File: src/rtl/arb_pkg.sv
// Shared definitions for the 8-way round-robin arbiter: sizes, FSM states
// and a one-hot decode helper.
package arb_pkg;

  localparam int unsigned N_REQ = 8;
  localparam int unsigned IDX_W = 3;

  typedef enum logic {
    IDLE  = 1'b0,
    GRANT = 1'b1
  } state_e;

  function automatic logic [N_REQ-1:0] idx2onehot(input logic [IDX_W-1:0] idx);
    logic [N_REQ-1:0] v;
    v      = '0;
    v[idx] = 1'b1;
    return v;
  endfunction

endpackage

File: src/rtl/rr_pick.sv
// Combinational rotating-priority 8-to-3 encoder: the first set request bit
// at or after ptr (wrapping 7 -> 0) wins.
module rr_pick
  import arb_pkg::*;
(
  input  logic [N_REQ-1:0] req,
  input  logic [IDX_W-1:0] ptr,
  output logic [IDX_W-1:0] idx,
  output logic             hit
);

  logic [N_REQ-1:0] rot;
  logic [IDX_W-1:0] off;

  // rot[i] holds req[(i + ptr) mod 8], so bit 0 is the highest-priority requester
  always_comb begin
    rot = '0;
    for (int unsigned i = 0; i < N_REQ; i++) begin
      logic [IDX_W-1:0] j;
      j      = IDX_W'(i) + ptr;
      rot[i] = req[j];
    end
  end

  always_comb begin
    logic found;
    found = 1'b0;
    off   = '0;
    for (int unsigned i = 0; i < N_REQ; i++) begin
      if (rot[i] && !found) begin
        off   = IDX_W'(i);
        found = 1'b1;
      end
    end
  end

  assign hit = |req;
  assign idx = hit ? (off + ptr) : '0;

endmodule

File: src/rtl/round_robin_arbiter_8.sv
// Round-robin arbiter for 8 requesters with hold limit, bubble-free handoff
// and registered one-hot/encoded grant outputs.
module round_robin_arbiter_8
  import arb_pkg::*;
#(
  parameter int unsigned MAX_HOLD = 16
) (
  input  logic             clk,
  input  logic             rst_n,
  input  logic [N_REQ-1:0] req,
  input  logic             done,
  output logic [N_REQ-1:0] gnt,
  output logic [IDX_W-1:0] gnt_idx,
  output logic             gnt_valid,
  output logic             timeout
);

  localparam int unsigned     CNT_W    = (MAX_HOLD > 1) ? $clog2(MAX_HOLD) : 1;
  localparam logic [CNT_W-1:0] CNT_LAST = CNT_W'(MAX_HOLD - 1);

  state_e           state_q, state_d;
  logic [IDX_W-1:0] ptr_q, ptr_d;
  logic [CNT_W-1:0] cnt_q, cnt_d;
  logic [N_REQ-1:0] gnt_q, gnt_d;
  logic [IDX_W-1:0] idx_q, idx_d;
  logic             valid_q, valid_d;
  logic             timeout_q, timeout_d;

  logic [IDX_W-1:0] owner_next;
  logic [IDX_W-1:0] pick_ptr;
  logic [IDX_W-1:0] pick_idx;
  logic             pick_hit;
  logic             owner_req;
  logic             at_limit;
  logic             release_now;

  // One encoder serves both states: in GRANT it only matters on release,
  // where the pointer it needs is the post-release one (owner + 1).
  assign owner_next = idx_q + IDX_W'(1);
  assign pick_ptr   = (state_q == GRANT) ? owner_next : ptr_q;

  rr_pick u_pick (
    .req (req),
    .ptr (pick_ptr),
    .idx (pick_idx),
    .hit (pick_hit)
  );

  assign owner_req   = req[idx_q];
  assign at_limit    = (cnt_q == CNT_LAST);
  assign release_now = done || !owner_req || at_limit;

  always_comb begin
    state_d   = state_q;
    ptr_d     = ptr_q;
    cnt_d     = cnt_q;
    gnt_d     = gnt_q;
    idx_d     = idx_q;
    valid_d   = valid_q;
    timeout_d = 1'b0;

    case (state_q)
      IDLE: begin
        if (pick_hit) begin
          state_d = GRANT;
          gnt_d   = idx2onehot(pick_idx);
          idx_d   = pick_idx;
          valid_d = 1'b1;
          cnt_d   = '0;
        end
      end
      GRANT: begin
        if (release_now) begin
          ptr_d     = owner_next;
          timeout_d = at_limit && !done && owner_req;
          cnt_d     = '0;
          if (pick_hit) begin
            gnt_d = idx2onehot(pick_idx);
            idx_d = pick_idx;
          end else begin
            state_d = IDLE;
            gnt_d   = '0;
            idx_d   = '0;
            valid_d = 1'b0;
          end
        end else begin
          cnt_d = cnt_q + CNT_W'(1);
        end
      end
      default: begin
        state_d = IDLE;
        gnt_d   = '0;
        idx_d   = '0;
        valid_d = 1'b0;
        cnt_d   = '0;
      end
    endcase
  end

  always_ff @(posedge clk or negedge rst_n) begin
    if (!rst_n) begin
      state_q   <= IDLE;
      ptr_q     <= '0;
      cnt_q     <= '0;
      gnt_q     <= '0;
      idx_q     <= '0;
      valid_q   <= 1'b0;
      timeout_q <= 1'b0;
    end else begin
      state_q   <= state_d;
      ptr_q     <= ptr_d;
      cnt_q     <= cnt_d;
      gnt_q     <= gnt_d;
      idx_q     <= idx_d;
      valid_q   <= valid_d;
      timeout_q <= timeout_d;
    end
  end

  assign gnt       = gnt_q;
  assign gnt_idx   = idx_q;
  assign gnt_valid = valid_q;
  assign timeout   = timeout_q;

endmodule

File: config.mk
export PLATFORM = sky130hd
export DESIGN_NAME = round_robin_arbiter_8
export DESIGN_NICKNAME = d
export VERILOG_FILES = /design/src/rtl/arb_pkg.sv /design/src/rtl/rr_pick.sv /design/src/rtl/round_robin_arbiter_8.sv
export SDC_FILE = /design/constraint.sdc
export NUM_CORES = 1
export LEC_CHECK = 0
export ABC_AREA = 1
export BUFFER_PORTS_ARGS = -buffer_cell sky130_fd_sc_hd__buf_2
export CORE_MARGIN = 2
export CORE_UTILIZATION = 60
export CTS_BUF_LIST = sky130_fd_sc_hd__clkbuf_16
export CTS_CLUSTER_DIAMETER = 30
export DETAILED_ROUTE_END_ITERATION = 8
export PLACE_DENSITY = 0.89
export SETUP_SLACK_MARGIN = 0.1
export SYNTH_ARGS = -nofsm -noshare
export SYNTH_HDL_FRONTEND = slang
export SYNTH_HIERARCHICAL = 1
export SYNTH_SLANG_ARGS = --single-unit
File: constraint.sdc
create_clock -name clk -period 10.9 [get_ports clk]
set_input_delay 1.09 -clock clk [delete_from_list [all_inputs] [get_ports clk]]
set_output_delay 1.09 -clock clk [all_outputs]
set_load 0.05 [all_outputs]
==> flow_metrics.py, run 1 <==
metrics = {
    "global_route": {
        "grt_use_total_pct": 24.2,
        "antenna_found_initial": 0,
        "gr-total-overflow": 0,
        "grt_max_degree": 22,
        "grt_pass1_wl_microns": 6530,
        "grt_pass1_vias": 1609,
    },
    "placement": {
        "dp_cells": 315,
        "io_buffers": 23,
        "dp_hpwl_microns": 2910,
        "gp_congestion": 0.860,
    },
    "clocking": {
        "cts_setup_buffers": 0,
        "insertion_delay_ns": 0.26,
        "post_cts_resized": 0,
        "clock_sinks": 21,
        "tritoncts": "done",
        "htreeDepth": 1,
        "numCtsBuffers": 3,
        "path_clk_slew_ns": 0.06,
        "cts-root-buf": "clkbuf_16",
        "hold_buffers": 0,
        "cts_max_path_buffers": 2,
    },
    "sta": {
        "finalHoldViolCount": 0,
        "fin_hold_ws_ns": 0.490,
        "slew_viol_final": 0,
        "relSlewSlack_pct": 66.8,
        "setup_viol": 0,
        "final.setup.tns_ns": 0,
        "period_needed_ns": 4.18,
        "clock_skew_ns": 0.00355,
        "rsz0062_at_grt": "false",
        "finalCritPeriodShare_pct": 38.3,
        "fmax_ghz": 0.239,
        "tightest_slew_ns": 0.496,
    },
    "drt": {
        "ant_nets": 0,
        "via_count": 1713,
        "wirelength_microns": 3840,
        "routed_via_density": 5.37,
        "first_pass_iters": 4,
        "dr_wl_met3_microns": 64,
        "highest_layer": "met4",
        "met1_length_microns": 1760,
        "avgRoutedWirePerCell_microns": 12.0,
        "wl_met2_microns": 1950,
        "drc_errors": 0,
        "drtIter0Drc": 75,
    },
    "logic_synthesis": {
        "synth_area_leaders": "dfrtp_1 28%, nand2_1 15%, nand3_1 13%",
        "netlist_area_sq_um": 1850,
        "ys_ff_latch": 21,
        "synth_ff_type": "dfrtp_1",
        "synthCells": 262,
        "synth_nets": 279,
        "yosys-top-cells-count": "73 x nand2_1, 49 x nand3_1, 34 x inv_1",
        "synth-edff-count": 0,
        "synth_top_area_share_pct": 28.5,
        "yosys.area.top_type": "dfrtp_1",
        "avgSynthCellArea_sq_um": 7.05,
        "synth_most_common_cell": "nand2_1",
        "ys_async_sr_fraction_pct": 100,
        "ys_seq_area_share_pct": 28.5,
        "yosys_warnings": 6,
        "synth_cell_types": 33,
    },
    "worst_setup_path": {
        "endpoint_kind": "flip-flop",
        "crit_required_ns": 11.10,
        "worst-setup-path-type": "reg -> reg",
        "crit_arrival_ns": 4.37,
        "worst-path-max-fanout": 10,
        "critical_path.startpoint_type": "flip-flop",
    },
    "finish": {
        "insertedDiodeCount": 0,
        "final_util_pct": 68.7,
        "stdcell_count": 319,
        "area_delta_synth_final_pct": 10.8,
        "layout.nets": 304,
        "drive_gt1_share_pct": 23.4,
    },
    "floorplan": {
        "initial_core_util_pct": 62.0,
        "die_h_microns": 59.5,
        "ios": 24,
        "dieArea_sq_um": 3540,
        "die_w_microns": 59.5,
        "coreArea_sq_um": 2980,
        "rows": 20,
    },
    "run_status": {
        "status": "completed",
    },
    "flow_run": {
        "cap_violations": 0,
    },
    "min_path": {
        "min_path_type": "reg -> reg",
    },
}
==> placed cells by master, fill, tap and decap left out, drive strengths merged, types with 4 or more instances in the layout <==
cell type	Yosys	layout
nand2	88	88
nand3	58	58
inv	39	39
buf	6	26
dfrtp	21	21
nor2	12	12
o21ai	11	11
ha	5	5
xor2	4	4
==> metal layers <==
metal  track usage, %  vias to the layer above
met1             29.0                      793
met2             44.1                       20
met3             1.31                        7
li1                 -                      893
met5                0                        -
met4             10.7                        0
==> path summary, 6_finish.rpt <==
path,from,endpoint,slack (ns),cells past startpoint
min,ptr_q[2],ptr_q[2],0.49,2
max,gnt_idx[0],gnt[2],6.72,23
min in group asynchronous,rst_n,gnt[7],0.78,1
min reg2reg,ptr_q[2],ptr_q[2],0.49,2
max in group asynchronous,rst_n,timeout,9.80,1
max reg2reg,gnt_idx[0],gnt[2],6.72,23
==> flip-flops by register name, indices dropped and copies added (netlist names) <==
signal     cells
timeout        1
gnt            8
ptr_q          3
cnt_q          4
gnt_valid      1
gnt_idx        3
state_q        1
==> stage by stage <==
stage	area (sq um)	worst slack [ns]
6_report	2050	6.72
4_1_cts	2050	6.76
3_5_place_dp	1970	6.85
2_1_floorplan	1850	6.68
3_3_place_gp	1970	6.98
5_1_grt	2050	6.38
==> final cells by class <==
cell class              instances  area [sq um]
clock buffers                   3          75.1
fillers                       236           931
inverters                      40           160
repair buffers                 26           138
well taps                      33          41.3
flip-flops and latches         21           526
clock inverters                 1          5.00
multi-input cells             195          1100
==> kinds of logic after synthesis <==
| group | count (synthesis) | synth area share (%) |
|---|---|---|
| AOI/OAI and AO/OA | 16 | 5.08 |
| xor gates and xnor gates | 6 | 2.85 |
| adders and majority gates | 6 | 4.47 |
| buffers and inverters | 46 | 11.9 |
| DFF | 21 | 28.5 |
| and+or+nand+nor | 167 | 47.3 |
==> worst max-delay path, cell delays in order (launching register included) <==
cell and delay, ns:
dfrtp_1 0.47, ha_1 0.32, inv_1 0.04, o21ai_0 0.13, buf_4 0.20, inv_2 0.07, ha_1 0.37, inv_1 0.10
nand3_1 0.14, nand3_2 0.08, nand2_2 0.11, nor2_4 0.05, nand2_2 0.09, nor2_4 0.04, nand4_2 0.09, o211ai_1 0.11
ha_1 0.21, fa_1 0.48, inv_1 0.04, nor2_1 0.40, inv_1 0.15, nor3_1 0.26, nand2_1 0.09, nand2_1 0.07
Power of run 1 is not shown: default switching activity piles up to over one toggle a cycle in this logic, so the estimate is an artifact.
==> inputs of run 2 (changes only) <==
- CORE_UTILIZATION: 60 -> 58
- PLACE_DENSITY: 0.89 -> 0.87
- clock period: 10.9 -> 4.2 ns (I/O delays scaled with it)
==> run 2 against run 1 <==
Die area up 3.2%. Design area rose by 5.0%. Clock-buffer cell count unchanged. Clock skew down 0.0020 ns. Register-to-register slack got worse by 6.4 ns. Hold slack got worse by 0.38 ns. Wire length increased by 9.3%. Worst setup slack lost 6.4 ns.
==> flow_metrics.py, run 2 (synthesized netlist as in run 1, its figures left out) <==
metrics = {
    "worst_setup_path": {
        "crit_arrival_ns": 4.02,
        "worst-setup-path-type": "reg -> reg",
        "critical_path.startpoint_type": "flip-flop",
        "crit_required_ns": 4.39,
        "worst-path-max-fanout": 6,
        "endpoint_kind": "flip-flop",
    },
    "clocking": {
        "numCtsBuffers": 3,
        "path_clk_slew_ns": 0.06,
        "insertion_delay_ns": 0.25,
        "tritoncts": "done",
        "clock_sinks": 21,
        "cts-root-buf": "clkbuf_16",
        "hold_buffers": 0,
        "cts_max_path_buffers": 2,
        "htreeDepth": 1,
    },
    "finish": {
        "drive_gt1_share_pct": 28.1,
        "layout.nets": 310,
        "most-common-layout-cells": "73 x nand2_1, 49 x nand3_1, 33 x inv_1",
        "final_area_sq_um": 2150,
        "regArea_sq_um": 529,
        "final_common_cell": "nand2_1",
        "multi_input_area_sq_um": 1140,
        "area_delta_synth_final_pct": 16.4,
        "largest_reg_flops": 8,
        "nFillCells": 268,
        "insertedDiodeCount": 0,
    },
    "placement": {
        "place_area_sq_um": 1980,
        "dp_hpwl_microns": 3020,
        "io_buffers": 23,
        "gp_congestion": 0.895,
        "dp_slack_ns": 0.158,
    },
    "sta": {
        "relSlewSlack_pct": 63.6,
        "finalCritPeriodShare_pct": 91.2,
        "final.setup.tns_ns": 0,
        "timing.final.ws_setup_ns": 0.369,
        "period_needed_ns": 3.83,
        "setup_viol": 0,
        "clock_skew_ns": 0.00160,
        "slew_viol_final": 0,
        "tightest_slew_ns": 0.539,
        "fmax_ghz": 0.261,
        "finalHoldViolCount": 0,
        "rsz0062_at_grt": "false",
    },
    "drt": {
        "first_pass_iters": 4,
        "via_count": 1804,
        "drc_errors": 0,
        "ant_nets": 0,
        "drtIter0Drc": 137,
        "routed_via_density": 5.37,
        "avgRoutedWirePerCell_microns": 12.5,
        "wirelength_microns": 4200,
    },
    "global_route": {
        "grt_use_total_pct": 23.6,
        "antenna_found_initial": 0,
        "gr-total-overflow": 0,
        "grt_pass1_vias": 1619,
        "grt_max_degree": 22,
        "grt_pass1_wl_microns": 6600,
    },
    "floorplan": {
        "ios": 24,
        "rows": 20,
        "dieArea_sq_um": 3650,
        "die_w_microns": 60.4,
        "die_h_microns": 60.4,
        "initial_core_util_pct": 60.5,
        "coreArea_sq_um": 3050,
    },
    "flow_run": {
        "cap_violations": 0,
    },
    "run_status": {
        "status": "completed",
    },
    "min_path": {
        "min_path_type": "in -> async",
    },
}
run 2: per-stage QoR:
stage               hold slack (ns)  util (%)  std cells
detailed placement            0.393      65.0        326
global placement              0.392      65.0        326
global route                  0.161      70.4        336
finish                        0.112      70.4        336
CTS                           0.123      67.6        330
floorplan                     0.124         -        262
run 2: critical path, stage by stage (launching register included):
cell and delay (ns):
dfrtp_2 0.44, ha_1 0.29, inv_1 0.06, o21ai_2 0.21, inv_2 0.11, ha_4 0.31
inv_1 0.08, nand3_1 0.13, nand3_2 0.08, nand2_2 0.10, nor2_4 0.05, nand2_2 0.10
nor2_4 0.05, nand4_2 0.09, o211ai_1 0.10, ha_1 0.20, fa_1 0.38, xor2_1 0.17
inv_1 0.05, nand3_1 0.08, nand2_1 0.08, nor2_4 0.21, inv_1 0.11, nor2_1 0.12
nand3_1 0.10, nand2_1 0.08
run 2: layout make-up:
class	instances	area share, %
timing repair buffer	32	8.67
sequential	21	24.6
clock inverter	1	0.233
multi-input combinational	195	53.0
tap	44	2.56
inverter	40	7.45
clock buffer	3	3.49
run 2: layer usage:
metal  global-route usage (%)  wire [microns]  vias to the layer above
li1                         -               -                      909
met1                     28.0            1750                      836
met3                     2.99             186                        7
met2                     43.6            2200                       52
met4                     9.01              63                        0
met5                        0               0                        -
run 2: worst paths after layout:
path | from | endpoint | slack [ns] | cells after the start
min in group clk | done | timeout | 0.48 | 4
worst min register to register | gnt[2] | gnt[2] | 0.49 | 2
worst max-delay path | gnt_idx[1] | gnt[5] | 0.37 | 25
max in group asynchronous | rst_n | state_q | 3.74 | 1
worst min-delay path | rst_n | gnt[2] | 0.11 | 1
worst max register to register | gnt_idx[1] | gnt[5] | 0.37 | 25
run 2: repair_timing:
item	CTS	global route
endpoints found under the setup margin	0	10
setup buffers	0	6
gates resized for setup	0	11
Power of run 2 is left out for the same reason.
